===== src/rtl/cfg_chain_loader.sv =====
// Streams DATA_W-bit words into NUM_CHAINS parallel configuration shift chains, then pulses set.
// Optional readback verify (compare chain tails while re-shifting) enabled by CFG_CHAIN_LOADER_READBACK_EN.
module cfg_chain_loader #(
    parameter int NUM_CHAINS = 4,
    parameter int DATA_W     = 32,
    parameter int CHAIN_LEN  = 256,
    parameter int SET_CYCLES = 2
) (
    input  logic                  clk,
    input  logic                  rst,
    input  logic                  cen,
    input  logic                  start,
    input  logic                  abort,
    input  logic                  verify,
    input  logic                  s_valid,
    output logic                  s_ready,
    input  logic [DATA_W-1:0]     s_data,
    output logic [NUM_CHAINS-1:0] shift_out,
    output logic                  shift_en,
    output logic                  set_out,
    output logic                  busy,
    output logic                  done,
    input  logic [NUM_CHAINS-1:0] chain_tail_in,
    output logic                  mismatch,
    output logic [15:0]           mismatch_cnt
);
    localparam int SLICE = DATA_W / NUM_CHAINS;
    localparam int KW    = (SLICE > 1) ? $clog2(SLICE) : 1;
    localparam int CW    = $clog2(CHAIN_LEN + 1);
    localparam int SW    = (SET_CYCLES > 1) ? $clog2(SET_CYCLES) : 1;

    typedef enum logic [2:0] {
        ST_IDLE,
        ST_FETCH,
        ST_SHIFT,
        ST_SET,
        ST_DONE
    } state_t;

    state_t            state_q, state_d;
    logic [DATA_W-1:0] word_q, word_d;
    logic [KW-1:0]     k_q, k_d;
    logic [CW-1:0]     cnt_q, cnt_d;
    logic [SW-1:0]     set_cnt_q, set_cnt_d;
    logic              mode_q, mode_d;

    logic                  verify_eff;
    logic [CW-1:0]         cnt_inc;
    logic                  last_slice;
    logic                  chain_full;
    logic                  live;
    logic                  hs;
    logic [NUM_CHAINS-1:0] slices [SLICE];

    // Slice k carries bit c of every chain at word bit c + NUM_CHAINS*k.
    for (genvar gi = 0; gi < SLICE; gi++) begin : g_slice
        assign slices[gi] = word_q[gi*NUM_CHAINS +: NUM_CHAINS];
    end

    assign cnt_inc    = cnt_q + CW'(1);
    assign last_slice = (k_q == KW'(SLICE - 1));
    assign chain_full = (cnt_inc == CW'(CHAIN_LEN));
    assign live       = cen & ~abort;

    assign shift_en  = live & (state_q == ST_SHIFT);
    assign shift_out = shift_en ? slices[k_q] : '0;
    // Mid-shift ready only on the final slice, so the next word lands with no bubble.
    assign s_ready   = live & ((state_q == ST_FETCH) |
                               ((state_q == ST_SHIFT) & last_slice & ~chain_full));
    assign set_out   = ~abort & (state_q == ST_SET);
    assign busy      = (state_q != ST_IDLE);
    assign done      = (state_q == ST_DONE);
    assign hs        = s_valid & s_ready;

    always_comb begin
        state_d   = state_q;
        word_d    = word_q;
        k_d       = k_q;
        cnt_d     = cnt_q;
        set_cnt_d = set_cnt_q;
        mode_d    = mode_q;
        if (cen) begin
            if (abort) begin
                state_d = ST_IDLE;
            end else begin
                case (state_q)
                    ST_IDLE: begin
                        if (start) begin
                            mode_d    = verify_eff;
                            cnt_d     = '0;
                            k_d       = '0;
                            set_cnt_d = '0;
                            state_d   = ST_FETCH;
                        end
                    end
                    ST_FETCH: begin
                        if (hs) begin
                            word_d  = s_data;
                            k_d     = '0;
                            state_d = ST_SHIFT;
                        end
                    end
                    ST_SHIFT: begin
                        cnt_d = cnt_inc;
                        k_d   = last_slice ? '0 : k_q + KW'(1);
                        if (chain_full) begin
                            set_cnt_d = '0;
                            state_d   = mode_q ? ST_DONE : ST_SET;
                        end else if (last_slice) begin
                            if (hs) begin
                                word_d = s_data;
                            end else begin
                                state_d = ST_FETCH;
                            end
                        end
                    end
                    ST_SET: begin
                        if (set_cnt_q == SW'(SET_CYCLES - 1)) begin
                            state_d = ST_DONE;
                        end else begin
                            set_cnt_d = set_cnt_q + SW'(1);
                        end
                    end
                    ST_DONE: state_d = ST_IDLE;
                    default: state_d = ST_IDLE;
                endcase
            end
        end
    end

    always_ff @(posedge clk or negedge rst) begin
        if (!rst) begin
            state_q   <= ST_IDLE;
            word_q    <= '0;
            k_q       <= '0;
            cnt_q     <= '0;
            set_cnt_q <= '0;
            mode_q    <= 1'b0;
        end else begin
            state_q   <= state_d;
            word_q    <= word_d;
            k_q       <= k_d;
            cnt_q     <= cnt_d;
            set_cnt_q <= set_cnt_d;
            mode_q    <= mode_d;
        end
    end

`ifdef CFG_CHAIN_LOADER_READBACK_EN
    logic                  mismatch_q, mismatch_d;
    logic [15:0]           mm_cnt_q, mm_cnt_d;
    logic [NUM_CHAINS-1:0] diff;
    logic [16:0]           pop;
    logic [16:0]           mm_sum;
    logic                  start_accept;

    assign verify_eff   = verify;
    assign start_accept = live & start & (state_q == ST_IDLE);
    // FIFO chains: the tail bit now is the bit that entered at this same shift index last pass.
    assign diff         = chain_tail_in ^ shift_out;

    always_comb begin
        pop = '0;
        for (int i = 0; i < NUM_CHAINS; i++) begin
            pop = pop + 17'(diff[i]);
        end
        mm_sum     = {1'b0, mm_cnt_q} + pop;
        mismatch_d = mismatch_q;
        mm_cnt_d   = mm_cnt_q;
        if (start_accept) begin
            mismatch_d = 1'b0;
            mm_cnt_d   = '0;
        end else if (shift_en && mode_q) begin
            mismatch_d = mismatch_q | (|diff);
            mm_cnt_d   = mm_sum[16] ? 16'hFFFF : mm_sum[15:0];
        end
    end

    always_ff @(posedge clk or negedge rst) begin
        if (!rst) begin
            mismatch_q <= 1'b0;
            mm_cnt_q   <= '0;
        end else begin
            mismatch_q <= mismatch_d;
            mm_cnt_q   <= mm_cnt_d;
        end
    end

    assign mismatch     = mismatch_q;
    assign mismatch_cnt = mm_cnt_q;
`else
    logic unused_readback;

    assign verify_eff      = 1'b0;
    assign unused_readback = ^{verify, chain_tail_in};
    assign mismatch        = 1'b0;
    assign mismatch_cnt    = '0;
`endif

endmodule

===== config.mk =====
export PLATFORM = sky130hd
export DESIGN_NAME = cfg_chain_loader
export DESIGN_NICKNAME = d
export VERILOG_FILES = /design/src/rtl/cfg_chain_loader.sv
export SDC_FILE = /design/constraint.sdc
export NUM_CORES = 1
export LEC_CHECK = 0
export BUFFER_PORTS_ARGS = -buffer_cell sky130_fd_sc_hd__buf_4
export CORE_MARGIN = 8
export CORE_UTILIZATION = 40
export CTS_CLUSTER_SIZE = 28
export DETAILED_ROUTE_END_ITERATION = 10
export HOLD_SLACK_MARGIN = 0.03
export SYNTH_ARGS = -nofsm -noshare
export SYNTH_HDL_FRONTEND = slang
export SYNTH_SLANG_ARGS = --single-unit

===== constraint.sdc =====
create_clock -name clk -period 4.26 [get_ports clk]
set_input_delay 0.426 -clock clk [delete_from_list [all_inputs] [get_ports clk]]
set_output_delay 0.426 -clock clk [all_outputs]
set_load 0.005 [all_outputs]

==> impl_metrics.csv <==
group,metric,value,unit
pwr,comb_power_share,30.6,%
clock_network,cts_resized,0,
clock_network,clock_path_buffers,2,
worst_setup_path,worstPathArrival,2.45,ns
place,portBuffers,46,
timing,fmax,348,MHz
synthesis,syn_area_per_cell,12.1,sq um
worst_setup_path,critPathCaptureType,"output port",
layout,fin_util,47.0,%
timing,rsz0062_at_grt,"no",
synthesis,ys_seq_elements,48,
worst_setup_path,crit_path_end,"s_ready",
run,maxCapViolations,0,
clock_network,cts_made_buffers,5,
synthesis,synth_fa_ha_area_share,1.37,%
clock_network,root_buffer,"clkbuf_8",
clock_network,postCtsHoldBufs,0,
grt,grt_pass1_wl,9090,um
synthesis,synth_top_area_share,43.7,%
timing,fin_crit,2.87,ns
grt,grt_overflow,0,
layout,nets,318,
floorplanning,start_util,40.9,%
place,gp_congestion,0.738,
synthesis,ys_top_cells_by_area,"dfrtp_1 44%, mux2_4 16%, mux4_2 6.6%, buf_4 4.6%, nand2_1 2.7%",
pwr,clkPwrFrac,18.4,%
synthesis,synth_compound_area_share,9.84,%
synthesis,synth_warnings,0,
timing,slew_viol_final,0,
place,hpwl,4070,um
clock_network,cts.htree.levels,2,
grt,grt_pass1_vias,1840,
routing,dr.pass1.iters,4,
worst_setup_path,crit_slowest_cell,"or3_2",
timing,hold_viol,0,
layout,syn_to_final_growth,14.9,%
grt,grt_max_degree,49,
place,dpl.cell_count,345,
clock_network,cts_tree,"yes",
min_path,worstHoldPathType,"primary input to asynchronous set/reset pin",
worst_setup_path,critPathKind,"flip-flop to output port",
routing,drt_first_iter_violations,62,
pwr,p_leak,1.46,nW
pwr,p_int,0.00104,W
worst_setup_path,cp-start-kind,"flip-flop",
place,dp_slack,1.62,ns
synthesis,synth_mux_area_share,24.6,%
clock_network,clock-sinks,48,
timing,fin_setup_tns,0,ns
worst_setup_path,r2r_setup_slack,1.66,ns
synthesis,synth_cell_types,47,
worst_setup_path,r2r_end,"word_q[31]$_DFFE_PN0P_",
routing,via_per_inst,5.25,
clock_network,post-cts-setup-buffers,0,
synthesis,synth_top_family_by_area,"multiplexers",
routing,vias,1847,
worst_setup_path,cpPeakStageDelay,0.47,ns
pwr,swShare,26.7,%
worst_setup_path,ff2ff_path_depth,7,
timing,finalSetupViolCount,0,
synthesis,yosys.area_share.simple,13.1,%
synthesis,seq_area_frac_synth,43.7,%
pwr,vdd_ir_drop_max,0.273,mV
layout,drive_above_1_share,39.0,%
worst_setup_path,path_cells,"ha_1 > nand2_1 > nor3_4 > xnor2_1 > nor4_4 > or3_2 > a21oi_1 > buf_4",
timing,maxSlewHeadroom,59.9,%
routing,drc,0,
grt,antenna_found_initial,0,
timing,finalWorstSetupSlack,1.39,ns
layout,multiInputGateArea,0.00142,sq mm
layout,final_area,0.00316,sq mm
clock_network,clkTransAtPathRegs,0.08,ns
worst_setup_path,crit_fanout,7,
timing,period_share,67.5,%
floorplanning,core,0.00672,sq mm
layout,seq_area,0.00120,sq mm
layout,fin_cells,352,
layout,final_common_cell,"dfrtp_1",
grt,grt_usage,11.3,%
pwr,seq_power_share,51.1,%
synthesis,netlist_area,0.00275,sq mm
pwr,power_density,450,mW/mm^2
synthesis,synth_enable_flop_cells,0,
floorplanning,ioPinCount,69,
floorplanning,dieArea,0.00978,sq mm
pwr,p_sw,0.000379,W
synthesis,synth_area_leader_cell,"dfrtp_1",
clock_network,clkLatencyLatePin,0.30,ns
floorplanning,die_h,98.9,um
synthesis,async_flop_share,100,%
timing,skew,0.00313,ns
worst_setup_path,crit_start,"cnt_q[0]$_DFFE_PN0P_",
status,status,"complete, no violations",
routing,drtAntennaViolNets,0,
floorplanning,row_count,30,
routing,routed_wl,5520,um
worst_setup_path,cp.required,3.83,ns
worst_setup_path,r2r-start,"k_q[0]$_DFFE_PN0P_",
layout,diodes,0,
routing,wire_per_inst,15.7,um
layout,fillers,611,
floorplanning,die_width,98.9,um
synthesis,synth-main-ff-cell,"dfrtp_1",
layout,final_cell_mix,"48 x dfrtp_1, 47 x buf_4, 30 x mux2_4, 20 x nand2_1, 17 x conb_1",
place,place_area,0.00308,sq mm
timing,tightest_slew,0.602,ns
synthesis,syn_inst,227,
synthesis,synth_xor_area_share,0.319,%
==> worst min path at each step <==
stage,slack (ns),cells past startpoint,from,endpoint
final,0.13,1,rst,state_q[2]$_DFFE_PN0P_
after detailed placement,0.48,1,rst,set_cnt_q$_DFFE_PN0P_
after CTS,0.15,1,rst,set_cnt_q$_DFFE_PN0P_
after global routing,0.18,1,rst,set_cnt_q$_DFFE_PN0P_
after floorplan,0.13,0,rst,cnt_q[0]$_DFFE_PN0P_
after global placement,0.49,1,rst,state_q[2]$_DFFE_PN0P_
==> area by class of cell <==
type	instances	share of cell area (%)
Clock buffer	6	2.30
Clock inverter	1	0.158
Inverter	3	0.357
Tap cell	80	3.17
Multi-Input combinational cell	167	44.8
Timing Repair Buffer	47	11.2
Sequential cell	48	38.0
==> kinds of logic (layout without fill, tap and decap cells) <==
| kind of cell | after synthesis | in the layout |
|---|---|---|
| AO/OA/AOI/OAI | 40 | 40 |
| XOR/XNOR | 1 | 1 |
| adder cells (fa/ha/maj) | 3 | 3 |
| buffers and inverters | 28 | 57 |
| flip-flops | 48 | 48 |
| multiplexers | 42 | 42 |
| other | 1 | 17 |
| AND/OR/NAND/NOR | 64 | 64 |
==> routing by layer <==
metal	vias to the layer above	global-route usage [%]	wire length [um]
met1	889	14.4	2570
met3	7	3.74	384
met5	-	0	0
li1	889	-	-
met2	62	17.8	2500
met4	0	2.83	57
==> power groups by stage <==
stage / clock [W] / sequential [W] / combinational [W]
after floorplan: 0 / 0.000683 / 0.000385
after global placement: 0 / 0.000732 / 0.000432
after detailed placement: 0 / 0.000734 / 0.000440
after CTS: 0.000270 / 0.000728 / 0.000440
after global routing: 0.000285 / 0.000747 / 0.000472
final: 0.000261 / 0.000725 / 0.000434
==> synthesized netlist by cell type, types with 2 or more instances <==
cell type and number:
a31oi_1 4, buf_4 17, buf_6 3, a21oi_1 7, nor3_1 3, nand3_1 5
dfrtp_1 48, inv_1 3, ha_1 3, mux4_2 8, mux2_2 4, a211oi_1 2
and3_2 2, o31ai_1 2, and3_1 3, nor2_1 14, nand4_1 3, clkbuf_1 5
o21ai_0 15, nand2_1 20, mux2_4 30
==> state kept, by name, summed over array words and instances, names as in the netlist <==
register	count
state_q	3
cnt_q	9
word_q	32
set_cnt_q	1
k_q	3
==> critical path, delay by kind of cell, from the launching register on <==
kind                     cells  cell delay [ns]
AO/OA/AOI/OAI                1             0.15
XOR/XNOR                     1             0.19
adder cells (fa/ha/maj)      1             0.26
buffers and inverters        1             0.12
flip-flops                   1             0.44
AND/OR/NAND/NOR              4             0.97
==> per-stage QoR <==
| step | hold WS, ns | total power [W] |
|---|---|---|
| after floorplan | 0.130 | 0.00107 |
| after global placement | 0.485 | 0.00116 |
| after detailed placement | 0.479 | 0.00117 |
| after CTS | 0.152 | 0.00144 |
| after global routing | 0.177 | 0.00150 |
| final | 0.135 | 0.00142 |
(Power assumes the default switching activity.)
